[config.mk]
export PLATFORM = sky130hd
export DESIGN_NAME = car_spawner
export DESIGN_NICKNAME = d
export VERILOG_FILES = /design/src/rtl/car_spawner.sv
export SDC_FILE = /design/constraint.sdc
export NUM_CORES = 1
export LEC_CHECK = 0
export CORE_MARGIN = 5
export CORE_UTILIZATION = 40
export CTS_CLUSTER_SIZE = 14
export DETAILED_ROUTE_END_ITERATION = 12
export SLEW_MARGIN = 20
export SYNTH_ARGS = -nofsm -noshare
export SYNTH_HDL_FRONTEND = slang
export SYNTH_SLANG_ARGS = --single-unit
export TNS_END_PERCENT = 1
[constraint.sdc]
create_clock -name clk -period 3.3 [get_ports clk]
set_clock_uncertainty 0.15 [all_clocks]
set_input_delay 0.66 -clock clk [delete_from_list [all_inputs] [get_ports clk]]
set_output_delay 0.66 -clock clk [all_outputs]
set_load 0.01 [all_outputs]
[src/rtl/car_spawner.sv]
// Car spawner: LFSR lane pick, cooldown between cars, mover restart pulse.
// Define SPAWNER_DIFFICULTY_EN to shorten the cooldown as cars are retired.
module car_spawner #(
  parameter int          NUM_LANES       = 4,
  parameter int          LANE_LEFT       = 160,
  parameter int          LANE_PITCH      = 80,
  parameter int          COOLDOWN_FRAMES = 30,
  parameter int          MIN_COOLDOWN    = 8,
  parameter int          OFFSCREEN_Y     = 445,
  parameter logic [15:0] LFSR_SEED       = 16'hACE1
) (
  input  logic               clk,
  input  logic               resetN,
  input  logic               startOfFrame,
  input  logic               enable,
  input  logic signed [10:0] carTopY,
  input  logic               collision,
  input  logic               moverFailed,
  output logic [10:0]        spawnX,
  output logic               moverResetN,
  output logic               active,
  output logic [7:0]         spawnCount
);

  localparam int LW = $clog2(NUM_LANES);

  localparam logic [2:0] S_IDLE   = 3'd0;
  localparam logic [2:0] S_COOL   = 3'd1;
  localparam logic [2:0] S_SPAWN  = 3'd2;
  localparam logic [2:0] S_ACTIVE = 3'd3;
  localparam logic [2:0] S_RETIRE = 3'd4;

  localparam logic [LW-1:0]     LAST_LANE = LW'(NUM_LANES - 1);
  localparam logic signed [10:0] OFF_Y    = 11'(OFFSCREEN_Y);
  localparam logic [7:0]        COOL_INIT = 8'(COOLDOWN_FRAMES);
  localparam logic [10:0]       X_INIT    = 11'(LANE_LEFT);

  logic [2:0]    state_q, state_d;
  logic [15:0]   lfsr_q, lfsr_d;
  logic [10:0]   spawn_x_q, spawn_x_d;
  logic          mover_rst_n_q, mover_rst_n_d;
  logic          active_q, active_d;
  logic [7:0]    spawn_count_q, spawn_count_d;
  logic [LW-1:0] prev_lane_q, prev_lane_d;
  logic [LW-1:0] lane_q, lane_d;
  logic [7:0]    frame_cnt_q, frame_cnt_d;
  logic [7:0]    cooldown;

  logic [LW-1:0] draw;
  logic [LW-1:0] pick;
  logic [7:0]    frame_inc;
  logic          hit;

  assign lfsr_d = {lfsr_q[14:0],
                   lfsr_q[15] ^ lfsr_q[13] ^ lfsr_q[12] ^ lfsr_q[10]};

  // Never spawn twice in a row in the same lane.
  assign draw = lfsr_q[LW-1:0];
  assign pick = (draw == prev_lane_q) ? draw + LW'(1) : draw;

  assign frame_inc = frame_cnt_q + 8'd1;
  assign hit = collision | moverFailed | (carTopY >= OFF_Y);

  always_comb begin
    state_d       = state_q;
    frame_cnt_d   = frame_cnt_q;
    lane_d        = lane_q;
    prev_lane_d   = prev_lane_q;
    spawn_x_d     = spawn_x_q;
    spawn_count_d = spawn_count_q;
    if (!enable) begin
      state_d = S_IDLE;
    end else begin
      unique case (1'b1)
        (state_q == S_IDLE): begin
          state_d     = S_COOL;
          frame_cnt_d = '0;
        end
        (state_q == S_COOL): begin
          if (startOfFrame) begin
            frame_cnt_d = frame_inc;
            if (frame_inc == cooldown) begin
              state_d   = S_SPAWN;
              lane_d    = pick;
              spawn_x_d = 11'(LANE_LEFT + LANE_PITCH * int'(pick));
            end
          end
        end
        (state_q == S_SPAWN): begin
          state_d = S_ACTIVE;
        end
        (state_q == S_ACTIVE): begin
          if (hit) begin
            state_d       = S_RETIRE;
            spawn_count_d = spawn_count_q + 8'd1;
            prev_lane_d   = lane_q;
          end
        end
        (state_q == S_RETIRE): begin
          state_d     = S_COOL;
          frame_cnt_d = '0;
        end
        default: state_d = S_IDLE;
      endcase
    end
    // spawnX was loaded on SPAWN entry, so it is settled a clk before this.
    mover_rst_n_d = !((state_q == S_SPAWN) && (state_d == S_ACTIVE));
    active_d      = (state_d == S_ACTIVE);
  end

`ifdef SPAWNER_DIFFICULTY_EN
  localparam logic [7:0] COOL_FLOOR = 8'(MIN_COOLDOWN);

  logic [7:0] cooldown_q, cooldown_d;

  always_comb begin
    cooldown_d = cooldown_q;
    if ((state_q == S_ACTIVE) && (state_d == S_RETIRE) &&
        (spawn_count_d[2:0] == 3'd0) && (cooldown_q > COOL_FLOOR))
      cooldown_d = cooldown_q - 8'd1;
  end

  always_ff @(posedge clk or negedge resetN) begin
    if (!resetN) cooldown_q <= COOL_INIT;
    else         cooldown_q <= cooldown_d;
  end

  assign cooldown = cooldown_q;
`else
  assign cooldown = COOL_INIT;
`endif

  always_ff @(posedge clk or negedge resetN) begin
    if (!resetN) begin
      state_q       <= S_IDLE;
      lfsr_q        <= LFSR_SEED;
      spawn_x_q     <= X_INIT;
      mover_rst_n_q <= 1'b1;
      active_q      <= 1'b0;
      spawn_count_q <= '0;
      prev_lane_q   <= LAST_LANE;
      lane_q        <= LAST_LANE;
      frame_cnt_q   <= '0;
    end else begin
      state_q       <= state_d;
      lfsr_q        <= lfsr_d;
      spawn_x_q     <= spawn_x_d;
      mover_rst_n_q <= mover_rst_n_d;
      active_q      <= active_d;
      spawn_count_q <= spawn_count_d;
      prev_lane_q   <= prev_lane_d;
      lane_q        <= lane_d;
      frame_cnt_q   <= frame_cnt_d;
    end
  end

  assign spawnX      = spawn_x_q;
  assign moverResetN = mover_rst_n_q;
  assign active      = active_q;
  assign spawnCount  = spawn_count_q;

endmodule

# == After elaboration in Yosys (flattened, before gate mapping) ==
# Index checks and enable logic that the tools add are counted.
# Widths: inputs -> output; s select.
# word_totals
register_bits,52
in_bits,17
out_inout_bits,21
wordCells,44
# op_classes
n_addsub,4
n_mul,1
order_cmp,1
eq_ne,8
muxes,8
bitwise,5
reduce_logical,8
# op_table
cell,count
$add 8x1->8 const B,2
$pmux 8 s2,1
$mux 3,4
$pmux 3 s4,1
$ge 11x10->1 const B,1
$add 8x9->10 const A,1
$eq 3x2->1 const B,3
$eq 8x5->1 const B,1
$mux 8,1
$reduce_and 3->1,2
$mul 3x2->5 const A,1
$reduce_and 4->1,1
$eq 3x1->1 const B,1
$eq 3x3->1 const B,1
$logic_not 3->1,1
$xor 1x1->1,3
$add 2x1->2 const B,1
$eq 2x2->1,1
$mux 2,1
$ne 2x2->1 const B,1
$or 1x1->1,2
$reduce_bool 2->1,1
$reduce_or 2->1,1
$logic_and 1x1->1,1
$logic_not 1->1,1

# == Depth between registers and ports, before layout ==
# depth
ltp_word,9
depth_mapped,6
ltp_nobuf,6

# == Least setup slack after synthesis ==
# No wires, ideal clock.
# synth_timing
path_kind,register -> register
from,register frame_cnt_q[0]
to,"register spawn_x_q[4], in the netlist spawnX[4]"
setup_time_ns,0.125
arrival_ns,2.419
t_required_ns,3.025
path_slack_ns,0.606
path_stages_with_launch,7
n_path_buf,0
period_less_slack_ns,2.694
cell_sequence,dfrtp_1 -> ha_1 -> or3_1 -> a211o_1 -> a221o_2 -> nor3_4 -> mux2_2
# synth_via
elab_chain_len,3
# synth_lines
item,line,source
"start, declared",46,"logic [7:0] frame_cnt_q, frame_cnt_d;"
"start signal, assigned",153,frame_cnt_q <= frame_cnt_d;
$add 8x1->8,61,assign frame_inc = frame_cnt_q + 8'd1;
$eq 8x5->1,82,if (frame_inc == cooldown) begin
$reduce_and 4->1 (no source line),-,
"end signal, assigned",147,spawn_x_q <= spawn_x_d;
"end, declared",40,"logic [10:0] spawn_x_q, spawn_x_d;"
# Every way passes these cells.
# A chain may end at the register's enable or synchronous reset.

# == Worst setup path in the final report ==
# layout_timing
from,register frame_cnt_q[0]
to,"register spawn_x_q[8], in the netlist spawnX[8]"
# The elaborated chain is that of the path after synthesis.

==> summary.md <==
| Metric | Value |
|---|---|
| Antenna diodes | `0` |
| Drt wl/cell | `about 14 um` |
| RR Startpoint | `frame_cnt_q[0]` |
| Peak per-stage delay on the critical path | `0.45 ns` |
| Detail Route Antenna Nets | `0` |
| Final min period | `just under 3 ns` |
| TritonCTS Buffers | `5` |
| Row count | `25` |
| Slowest stage cell, crit path | `dfrtp_1` |
| Final nets | `around 230` |
| WP data arrival | `between 2 and 3 ns` |
| RSZ-0062 raised after global routing | `no` |
| Fillers | `458` |
| Max Slew Vio Count | `0` |
| DR vias | `1348` |
| DR vias/cell | `between 4 and 5` |
| Post-CTS Resized | `0` |
| Hold WC Path Type | `in2async` |
| Reg clk slew, reported paths | `~0.090 ns` |
| Outcome | `complete, no violations` |
| Seq/Total Area, Yosys | `0.595` |
| Achievable Freq | `0.345 GHz` |
| DIE AREA | `about 0.0064 mm2` |
| Netlist cell types | `37` |
| Sinks on Clock Net | `46` |
| Crit path max-delay family | `simple AND/OR/NAND/NOR gates` |
| Core area | `~0.0048 mm2` |
| Port buffer count | `31` |
| Cells after Synth | `174` |
| Total track usage | `0.139` |
| Tightest Pin Transition | `approximately 0.56 ns` |
| Syn Area/Cell | `~11 um2` |
| CP cell instances | `ha_1 > or3_1 > a211o_1 > a221o_2 > nor3_4 > mux2_2` |
| Clock latency on the worst-skew pair | `about 0.30 ns` |
| Post-route DRC | `0` |
| Vias in the first global route | `~1400` |
| Async SR Flop Fraction | `1.00` |
| Detail Placement HPWL | `2.77 mm` |
| Dpl cells | `270` |
| Final wirelength | `3.88 mm` |
| Flops & latches, synth | `46` |
| Drt first pass iters | `4` |
| Worst r2r path cells | `6` |
| Die Width | `roughly 80 um` |
| Leading cell type in the layout, fill and taps excluded | `dfrtp_1` |
| Initial DRC Count | `72` |
| Root buf cell | `clkbuf_8` |
| Setup TNS | `0 ns` |
| Number of hold violations in the final report | `0` |
| Leak | `1.11 nW` |
| Starting density of the core | `0.414` |
| Area Growth Syn to Fin | `24.2%` |
| Number of synthesized flops with an enable pin | `0` |
| Worst path required time | `3.34 ns` |
| CP bufs+invs | `0` |
| Hold_buf cts | `0` |
| Fin crit share | `0.878` |
| Nature of the critical path startpoint | `flop` |
| CTS max path bufs | `2` |
| Register-to-register setup slack | `0.40 ns` |
| Power per cell area | `roughly 420 mW/mm2` |
| RR Endpoint | `spawnX[8]` |
| Final hold slack | `~0.19 ns` |
| Final Cell Area | `approximately 0.0024 mm2` |
| Maxcap violations | `0` |
| Ys flop type | `dfrtp_1` |
| Final GP Congestion | `roughly 0.75` |
| CTS tree | `built` |
| Post-CTS setup buffer count | `0` |
| Finished Layout Cells | `278` |
| Initial antenna violation count | `0` |
| Worst rel slew slack | `0.629` |
| Setup crit end kind | `flop` |
| Post-synthesis instance area | `0.00197 mm2` |
| CP max FO | `8` |
| Final setup violation count | `0` |
| Share of post-route cells with drive strength above 1 | `0.152` |
| Critical Setup Path Class | `reg2reg` |
| Most frequent cells in the layout | `dfrtp_1, clkdlybuf4s50_1, nand2_1` |
| Placed cell area | `0.00233 mm2` |
| Ys Warns | `0` |
| First-pass GRT wire length | `between 6 and 7 mm` |
| Worst-case vdd ir drop | `0.253 mV` |
| I/O pins | `38` |
| Pin count of the biggest net entering global routing | `between 40 and 50` |
| Die Ht | `80.1 um` |
| Grt ovf | `0` |
| H-tree depth | `2` |
-- layer usage --
layer  part of all wire  GRT usage  vias up
li1                   -          -      658
met1               0.43      0.170      664
met2               0.53      0.238       22
met3              0.026     0.0381        4
met4             0.0080     0.0456        0
met5                  0          0        -
-- how the worst max path moves through the flow --
stage,startpoint,end,slack (ns),cells past startpoint
5_1_grt,frame_cnt_q[0],spawnX[4],0.28,6
4_1_cts,frame_cnt_q[0],spawnX[4],0.40,6
3_5_place_dp,frame_cnt_q[0],spawnX[4],0.40,6
6_report,frame_cnt_q[0],spawnX[8],0.40,6
2_1_floorplan,frame_cnt_q[0],spawnX[4],0.61,6
3_3_place_gp,frame_cnt_q[0],spawnX[4],0.48,6
-- through the flow --
step                      total power [mW]  worst slack (ns)   util
final                                 1.04             0.402  0.514
after global routing                  1.09             0.278  0.514
after CTS                             1.05             0.397  0.513
after detailed placement             0.636             0.401  0.490
after global placement               0.633             0.480  0.490
after floorplan                      0.605             0.606      -
-- cells by family (layout without fill, tap and decap cells) --
family / count (synthesis) / after routing / share of synthesized area
compound gates: 28 / 28 / 0.0922
xor+xnor: 13 / 13 / 0.0579
fa+ha+maj: 4 / 4 / 0.0254
buf+inv: 15 / 47 / 0.0401
flops: 46 / 46 / 0.595
mux: 7 / 7 / 0.0382
other cells: 1 / 6 / 0.00191
simple gates: 60 / 60 / 0.149
-- layout make-up --
type | count | area, um2 | share of cell area
clock inverters | 2 | 37.5 | 0.0154
repair buffers | 32 | 315 | 0.129
inverters | 7 | 26.3 | 0.0108
multi-input cells | 118 | 737 | 0.302
flip-flops and latches | 46 | 1170 | 0.479
clock buffers | 6 | 72.6 | 0.0297
well taps | 67 | 83.8 | 0.0343
-- registers in the layout, summed over array words and instances (netlist names) --
name         cells
prev_lane_q      2
state_q          3
moverResetN      1
active           1
frame_cnt_q      8
spawnCount       8
spawnX           5
lane_q           2
lfsr_q          16
-- power breakdown --
group / total [mW] / switching (mW) / internal (mW)
Combinational: 0.0520 / 0.0285 / 0.0235
Clock: 0.411 / 0.186 / 0.226
Sequential: 0.573 / 0.00515 / 0.568
Total: 1.04 / 0.219 / 0.817
-- synthesized netlist by cell type, types with 3 or more instances --
library cell  instances  share of area
inv_1                 7          0.013
xnor2_1               8          0.036
mux2i_1               3          0.015
buf_4                 6          0.023
nand3_1               8          0.020
ha_1                  4          0.025
o21ai_0              10          0.025
nor3_1                4          0.010
dfrtp_1              31           0.39
xor2_1                5          0.022
nand2_1              22          0.042
a21oi_1               4          0.010
nand4_1               4          0.013
dfstp_2              15           0.20
nor2_1                9          0.017
mux2_2                4          0.023
(Power assumes the default switching activity.)
